--- src/rtl/if_prefetch.sv ---
// Instruction fetch prefetcher: credit-limited request issue, in-order
// response pairing through an address queue, and a circular instruction
// buffer toward decode. Redirects flush the buffer and drop every response
// still in flight for the old stream.
// Optional macro IF_PREFETCH_BYPASS_EN: a kept response arriving while the
// buffer is empty is presented to decode in the same cycle.
module if_prefetch #(
   parameter int unsigned       ADDR_W   = 32,
   parameter int unsigned       INST_W   = 32,
   parameter int unsigned       DEPTH    = 4,
   parameter logic [ADDR_W-1:0] RESET_PC = '0
) (
   input  logic              clk,
   input  logic              rst,
   input  logic              redirect_valid,
   input  logic [ADDR_W-1:0] redirect_pc,
   output logic              mem_req_valid,
   input  logic              mem_req_ready,
   output logic [ADDR_W-1:0] mem_req_addr,
   input  logic              mem_rsp_valid,
   input  logic [INST_W-1:0] mem_rsp_data,
   output logic              inst_valid,
   input  logic              inst_ready,
   output logic [INST_W-1:0] inst,
   output logic [ADDR_W-1:0] inst_pc
);

   localparam int unsigned       IW  = $clog2(DEPTH);
   localparam int unsigned       PW  = IW + 1;
   localparam logic [INST_W-1:0] NOP = INST_W'(32'h0000_0013);

   logic [ADDR_W-1:0] pc_q, pc_d;
   logic [PW-1:0]     out_q, out_d;
   logic [PW-1:0]     drop_q, drop_d;
   logic [PW-1:0]     wr_q, wr_d;
   logic [PW-1:0]     rd_q, rd_d;
   logic [IW-1:0]     aqw_q, aqw_d;
   logic [IW-1:0]     aqr_q, aqr_d;
   logic [ADDR_W-1:0] aq_q  [DEPTH];
   logic [ADDR_W-1:0] aq_d  [DEPTH];
   logic [ADDR_W-1:0] bpc_q [DEPTH];
   logic [ADDR_W-1:0] bpc_d [DEPTH];
   logic [INST_W-1:0] bin_q [DEPTH];
   logic [INST_W-1:0] bin_d [DEPTH];

   logic [PW-1:0]     occ;
   logic [PW:0]       load;
   logic              empty;
   logic              credit_ok;
   logic              acc;
   logic              kept;
   logic              bypass_hit;
   logic              push;
   logic              pop_buf;
   logic [ADDR_W-1:0] rsp_pc;
   logic [IW-1:0]     rd_idx;

   assign occ       = wr_q - rd_q;
   assign empty     = (wr_q == rd_q);
   assign load      = {1'b0, out_q} + {1'b0, occ};
   assign credit_ok = load < (PW+1)'(DEPTH);
   assign rd_idx    = rd_q[IW-1:0];
   assign rsp_pc    = aq_q[aqr_q];

   assign mem_req_valid = !rst && !redirect_valid && credit_ok;
   assign mem_req_addr  = pc_q;
   assign acc           = mem_req_valid && mem_req_ready;
   assign kept          = mem_rsp_valid && !redirect_valid && (drop_q == '0);

`ifdef IF_PREFETCH_BYPASS_EN
   assign bypass_hit = kept && empty;
`else
   assign bypass_hit = 1'b0;
`endif

   assign inst_valid = !rst && (!empty || bypass_hit);
   assign pop_buf    = inst_valid && inst_ready && !empty;
   // A bypassed response consumed by decode in its arrival cycle is never stored.
   assign push       = kept && !(bypass_hit && inst_ready);

   // Decode-side view: buffer head, or the arriving response when bypassing.
   always_comb begin
      inst    = NOP;
      inst_pc = '0;
      if (inst_valid) begin
         if (empty) begin
            inst    = mem_rsp_data;
            inst_pc = rsp_pc;
         end else begin
            inst    = bin_q[rd_idx];
            inst_pc = bpc_q[rd_idx];
         end
      end
   end

   // Next-state for fetch PC, credit/drop counters, address queue and buffer.
   always_comb begin
      pc_d   = pc_q;
      out_d  = out_q + PW'(acc) - PW'(mem_rsp_valid);
      drop_d = drop_q;
      aqw_d  = aqw_q + IW'(acc);
      aqr_d  = aqr_q + IW'(mem_rsp_valid);
      aq_d   = aq_q;
      wr_d   = wr_q + PW'(push);
      rd_d   = rd_q + PW'(pop_buf);
      bpc_d  = bpc_q;
      bin_d  = bin_q;

      if (acc) begin
         aq_d[aqw_q] = pc_q;
      end
      if (push) begin
         bpc_d[wr_q[IW-1:0]] = rsp_pc;
         bin_d[wr_q[IW-1:0]] = mem_rsp_data;
      end

      // The address queue keeps popping on dropped responses so pairing
      // stays aligned; only the buffer is flushed on a redirect.
      if (redirect_valid) begin
         pc_d   = redirect_pc;
         rd_d   = wr_q;
         drop_d = out_q - PW'(mem_rsp_valid);
      end else begin
         if (acc) begin
            pc_d = pc_q + ADDR_W'(4);
         end
         if (mem_rsp_valid && (drop_q != '0)) begin
            drop_d = drop_q - PW'(1);
         end
      end
   end

   // Control state with synchronous reset.
   always_ff @(posedge clk) begin
      if (rst) begin
         pc_q   <= RESET_PC;
         out_q  <= '0;
         drop_q <= '0;
         wr_q   <= '0;
         rd_q   <= '0;
         aqw_q  <= '0;
         aqr_q  <= '0;
      end else begin
         pc_q   <= pc_d;
         out_q  <= out_d;
         drop_q <= drop_d;
         wr_q   <= wr_d;
         rd_q   <= rd_d;
         aqw_q  <= aqw_d;
         aqr_q  <= aqr_d;
      end
   end

   // Storage arrays; contents are qualified by the pointers, so no reset.
   always_ff @(posedge clk) begin
      aq_q  <= aq_d;
      bpc_q <= bpc_d;
      bin_q <= bin_d;
   end

endmodule

--- config.mk ---
export PLATFORM = sky130hd
export DESIGN_NAME = if_prefetch
export DESIGN_NICKNAME = d
export VERILOG_FILES = /design/src/rtl/if_prefetch.sv
export SDC_FILE = /design/constraint.sdc
export NUM_CORES = 1
export LEC_CHECK = 0
export CORE_MARGIN = 3
export CORE_UTILIZATION = 68
export CTS_BUF_LIST = sky130_fd_sc_hd__clkbuf_8 sky130_fd_sc_hd__clkbuf_16
export DETAILED_ROUTE_END_ITERATION = 16
export DONT_BUFFER_PORTS = 1
export PLACE_DENSITY_LB_ADDON = 0.08
export SETUP_SLACK_MARGIN = 0.4
export SLEW_MARGIN = 20
export SYNTH_ARGS = -nofsm -noshare
export SYNTH_HDL_FRONTEND = slang
export SYNTH_SLANG_ARGS = --single-unit
--- constraint.sdc ---
create_clock -name clk -period 10.6 [get_ports clk]
set_input_delay 2.12 -clock clk [delete_from_list [all_inputs] [get_ports clk]]
set_output_delay 2.12 -clock clk [all_outputs]
set_load 0.02 [all_outputs]
==> results of run 1 <==
==> where the power goes <==
part | switching (mW) | internal, mW | leakage (nW)
Combinational | 0.148 | 0.109 | 1.41
Sequential | 0.0599 | 1.93 | 3.89
Clock | 0.579 | 0.783 | 0.687
Total | 0.787 | 2.82 | 5.98
==> layout by cell type (no fill, tap or decap), types with 6 or more instances in the layout <==
master     synthesis  final
xor2_1            13     13
nor2_1            32     29
and3_1            11      9
a21oi_1           16     16
a31oi_1            7      6
inv_1             12     26
buf_4              0     10
clkbuf_16          0     45
dfxtp_1           48     45
nand4_1           16     16
a211oi_1          11     11
xnor2_1           10     10
and2_1            68     68
nand2_1           33     33
nand3_1           10     10
mux4_2            96     96
edfxtp_1         384    384
clkinv_1           0     10
ha_1              17     17
==> flip-flops by register name, summed over array words and instances, names as in the netlist <==
signal	count
aq_q	128
aqr_q	2
aqw_q	2
bin_q	128
bpc_q	128
drop_q	3
mem_req_addr	32
out_q	3
rd_q	3
wr_q	3
==> per-layer routing <==
layer  GRT usage  vias up
met5           0        -
met4      0.0711        0
met3      0.0638       45
met2       0.421      378
met1       0.331     4258
li1            -     3606
==> cell type report <==
class                           count  area (um2)
Sequential cell                   432       12500
Fill cell                        1323        5800
Multi-Input combinational cell    410        4330
Clock buffer                       48        1170
Tap cell                          324         405
Clock inverter                     30         124
Timing Repair Buffer               10        75.1
Inverter                           13        53.8
==> critical path, cell delays in order <==
cell	delay, ns
a31oi_4	0.13
buf_4	0.48
and2_1	0.36
==> worst max-delay path by stage <==
stage,start,endpoint,slack [ns]
finish,rst,inst_pc[14],5.31
global route,rd_q[1]$_SDFF_PP0_,inst[8],5.11
CTS,rd_q[1]$_SDFF_PP0_,inst_pc[1],5.19
detailed placement,rst,inst_pc[16],5.32
global placement,rst,inst[5],5.41
floorplan,redirect_valid,bin_q[100]$_DFFE_PP_,4.65
==> kinds of logic after synthesis <==
group | after synthesis
fa+ha+maj | 19
xor+xnor | 23
mux | 107
compound gates | 53
buf+inv | 58
flops | 432
simple gates | 208
==> reports/summary.txt, run 1 <==
Outcome = complete, no violations
Largest net degree at the start of global routing = 67
Synth top area share = 0.678
Power, Total = 3.61 mW
Simple-gate portion of the synthesized area = 0.0703
R2R cell count = 8
Xor/xnor share of the synthesized area = 0.0118
Remaining antenna violation count = 0
Largest family of logic cells by synthesized area = multiplexers
Complex-gate fraction of the synthesized area = 0.0207
CTS Root Cell = clkbuf_16
Clock Latency Late Sink = 0.52 ns
Async SR Flop Fraction = 0
DRT iter0 DRCs = 691
Pwr Density = 193 nW/um2
Synth Area in Adders = 0.0149
Total core area = 24,500 um2
I/O pin count = 168
Syn nets = 989
Drt wl/cell = 25.9 um
Dpl cells = 1,189
Die area = 27,000 um2
Worst slack, placed = 5.32 ns
Layout cell share with drive strength beyond 1 = 0.196
Pleak = 5.98 nW
Port bufs = 0
Gpl congestion = 0.819
Total congestion overflow = 0
Nets = 998
Cell taking the most area after synthesis = edfxtp_1
CP Launch Type = input pin
Post-Syn Area = 17,000 um2
Ant diodes = 0
Minimum clock period = 5.29 ns
VDD IR max = 0.000145 V
Worst slew pin tran = 1.08 ns
HP Class = register to register
Design area = 18,700 um2
H-tree depth = 2
Routed wire length = 32.8 mm
Critical Path AT = 3.17 ns
CTS tree = built
R2r startpoint = rd_q[1]$_SDFF_PP0_
Worst Path Max Fanout = 66
Met1 WL = 12.5 mm
Iteration count of the initial detailed-routing pass = 5
Synth Flop Type = edfxtp_1
Placed cell areas = 17,400 um2
Number of flops mapped to enable cells by yosys = 384
WL met2 = 16.8 mm
Hold WS = 0.544 ns
Synth Instances = 900
Max Fclk = 189 MHz
Slew Viols, Final = 0
Area Overhead vs Synth = 9.66%
Final Setup Violations = 0
Initial Utilization = 0.696
Hold Startpoint = wr_q[2]$_SDFF_PP0_
Post-route setup slack = 5.31 ns
Clock Path Buffers = 3
Top layer used by detailed routing = met4
Clock skew = 0.0158 ns
Post-layout util = 0.763
R2R setup slack = 6.01 ns
RSZ-0062 raised after global routing = false
Number of global-route vias before repair = 8,818
Synth top cells by count = edfxtp_1, mux4_2, and2_1
Setup bufs post-CTS = 0
Count leader, synth = edfxtp_1
Register area share after synthesis = 0.734
Remaining DRCs = 0
Multiplexer area fraction after synthesis = 0.134
Synth cell types = 54
Final TNS setup = 0 ns
Die width = 164 um
Die H = 164 um
Final-report hold violation count = 0
Synth Area per Inst = 18.9 um2
First-pass GRT wire length = 50.5 mm
Critical path class = input pin to output port
GRT Util Overall = 0.251
Max-Cap Viols = 0
Row count = 57
YS warnings = 0
Sink Count = 432
CP Data Required Time = 8.48 ns
Post-synthesis register bit count = 432
Top post-synthesis cells by area = edfxtp_1, mux4_2, dfxtp_1, and2_1, ha_1
Vias per Instance = 6.54
Via count = 8,287
DR WL met3 = 2.82 mm
Post-DP HPWL = 18.8 mm
Total CTS buffers = 42
Finished Layout Cells = 1,267
Period Utilization, post-route = 0.500
Worst hold path depth = 2
Relative slew margins = 0.277
RR Endpoint = aq_q[94]$_DFFE_PP_
Hold Path End = rd_q[2]$_SDFF_PP0_
Critical Path End Type = output port
Hold bufs inserted after CTS = 0
CTS resizes = 0
Initial antenna violation count = 0
Worst-path clk slew = 0.06 ns
Note: power is estimated with default switching activity, not from simulation.
==> inputs of run 2 (changes only) <==
--- a/config.mk
+++ b/config.mk
@@ -6,7 +6,7 @@
 export NUM_CORES = 1
 export LEC_CHECK = 0
 export CORE_MARGIN = 3
-export CORE_UTILIZATION = 68
+export CORE_UTILIZATION = 63
 export CTS_BUF_LIST = sky130_fd_sc_hd__clkbuf_8 sky130_fd_sc_hd__clkbuf_16
 export DETAILED_ROUTE_END_ITERATION = 16
 export DONT_BUFFER_PORTS = 1
==> constraint.sdc (replaced) <==
create_clock -name clk -period 5.4 [get_ports clk]
set_input_delay 1.08 -clock clk [delete_from_list [all_inputs] [get_ports clk]]
set_output_delay 1.08 -clock clk [all_outputs]
set_load 0.02 [all_outputs]
==> run 2 against run 1 <==
  * Hold slack worse by 0.042 ns
  * Sequential share of layout area is 0.45 points lower
  * Setup slack worse by 4.1 ns
  * Die area is 7.6% higher
  * Combinational power is 100% higher
  * Wire length is 1.2% lower
  * Clock power is 110% higher
  * First-iteration DRC count is 4.9% higher
  * Clock skew is 0.0012 ns higher
  * Via count is 0.92% lower
  * Non-clock buffer count is 3 higher
==> reports/summary.txt, run 2 (synthesized netlist as in run 1, its figures left out) <==
First-pass GRT wire length = 50.0 mm (was 50.5 mm)
Final TNS setup = 0 ns (unchanged)
Remaining DRCs = 0 (unchanged)
RSZ-0062 raised after global routing = false (unchanged)
Pwr Density = 386 nW/um2 (was 193 nW/um2)
CTS resizes = 0 (unchanged)
Area Overhead vs Synth = 10.4% (was 9.66%)
Design area = 18,800 um2 (was 18,700 um2)
Routed wire length = 32.4 mm (was 32.8 mm)
Worst hold path depth = 2 (unchanged)
HP Class = register to register (unchanged)
Critical Path AT = 3.15 ns (was 3.17 ns)
Critical path class = register to output port (was input pin to output port)
Layout cell share with drive strength beyond 1 = 0.201 (was 0.196)
R2R cell count = 10 (was 8)
Top flop regs = aq_q (128), bin_q (128), bpc_q (128) (unchanged)
Worst slack, placed = 1.20 ns (was 5.32 ns)
Die width = 170 um (was 164 um)
R2r startpoint = rd_q[0]$_SDFF_PP0_ (was rd_q[1]$_SDFF_PP0_)
CP Data Required Time = 4.32 ns (was 8.48 ns)
Remaining antenna violation count = 0 (unchanged)
Iteration count of the initial detailed-routing pass = 4 (was 5)
Slew Viols, Final = 0 (unchanged)
Initial antenna violation count = 0 (unchanged)
CP Launch Type = register (was input pin)
Port bufs = 0 (unchanged)
Minimum clock period = 4.23 ns
Setup bufs post-CTS = 0 (unchanged)
Max-Cap Viols = 0 (unchanged)
Post-route setup slack = 1.17 ns (was 5.31 ns)
DRT iter0 DRCs = 725 (was 691)
Placed cell areas = 17,400 um2 (about the same)
Die area = 29,000 um2 (was 27,000 um2)
Worst Path Max Fanout = 35 (was 66)
Commonest non-fill, non-tap cell in the layout = edfxtp_1 (unchanged)
Total congestion overflow = 0 (unchanged)
Total CTS buffers = 42 (unchanged)
CTS tree = built (unchanged)
VDD IR max = 0.000264 V (was 0.000145 V)
Fillers = 1,591 (was 1,323)
Clock Path Buffers = 3 (unchanged)
Sink Count = 432 (unchanged)
Clock Latency Late Sink = 0.52 ns (about the same)
Critical Path End Type = output port (unchanged)
Drt wl/cell = 25.4 um (was 25.9 um)
CTS Root Cell = clkbuf_16 (unchanged)
Gpl congestion = 0.876 (was 0.819)
Nets = 1,001 (was 998)
Relative slew margins = 0.292 (was 0.277)
Largest net degree at the start of global routing = 66 (was 67)
Vias per Instance = 6.43 (was 6.54)
Pleak = 6.01 nW (was 5.98 nW)
Worst-path clk slew = 0.06 ns (about the same)
Worst slew pin tran = 1.06 ns (was 1.08 ns)
Period Utilization, post-route = 0.784
Clock skew = 0.0170 ns (was 0.0158 ns)
Final Setup Violations = 0 (unchanged)
Max Fclk = 236 MHz
Total core area = 26,300 um2 (was 24,500 um2)
GRT Util Overall = 0.227 (was 0.251)
H-tree depth = 2 (unchanged)
Hold Startpoint = wr_q[2]$_SDFF_PP0_ (unchanged)
Commonest non-fill, non-tap cells in the layout = edfxtp_1, mux4_2, and2_1, dfxtp_1, clkbuf_16 (unchanged)
Die H = 170 um (was 164 um)
Hold bufs inserted after CTS = 0 (unchanged)
CP Launch Point = rd_q[0]$_SDFF_PP0_ (was rst)
Row count = 59 (was 57)
Post-DP HPWL = 19.4 mm (was 18.8 mm)
Power, Total = 7.26 mW (was 3.61 mW)
Number of global-route vias before repair = 8,646 (was 8,818)
Ant diodes = 0 (unchanged)
Initial Utilization = 0.647 (was 0.696)
Outcome = complete, no violations (unchanged)
I/O pin count = 168 (unchanged)
Final-report hold violation count = 0 (unchanged)
Via count = 8,211 (was 8,287)
Post-layout util = 0.715 (was 0.763)
run 2: report_power, final:
part / leakage (nW) / internal [mW] / switching (mW) / total [mW]
Sequential: 3.89 / 3.78 / 0.108 / 3.89
Combinational: 1.42 / 0.216 / 0.300 / 0.515
Clock: 0.705 / 1.72 / 1.13 / 2.85
run 2: metrics by stage:
stage,hold WS [ns],std cells
2_1_floorplan,0.478,900
4_1_cts,0.489,1276
3_3_place_gp,0.481,1203
3_5_place_dp,0.491,1203
6_report,0.501,1276
5_1_grt,0.529,1276
run 2: area by class of cell:
type | count | area, um2 | area share
tap | 335 | 419 | 0.0223
clock buffer | 43 | 1080 | 0.0573
multi-input combinational | 410 | 4350 | 0.232
inverter | 13 | 53.8 | 0.00286
clock inverter | 30 | 288 | 0.0153
timing repair buffer | 13 | 97.6 | 0.00519
sequential | 432 | 12500 | 0.665
run 2: final timing paths:
kind,endpoint,slack [ns]
min reg2reg,rd_q[2]$_SDFF_PP0_,0.50
max reg2reg,aq_q[47]$_DFFE_PP_,1.26
max,inst_pc[29],1.17
min,rd_q[2]$_SDFF_PP0_,0.50
run 2: routing by layer:
layer  part of all wire  GRT usage  vias up
li1                   -          -     3613
met1               0.41      0.315     4210
met2               0.49      0.369      330
met3              0.087     0.0609       58
met4              0.020     0.0575        0
met5                  0          0        -
run 2: worst max-delay path: stages (launching register included):
cell     delay [ns]
dfxtp_4        0.71
ha_1           0.38
a31oi_4        0.73
buf_4          0.45
and2_1         0.32
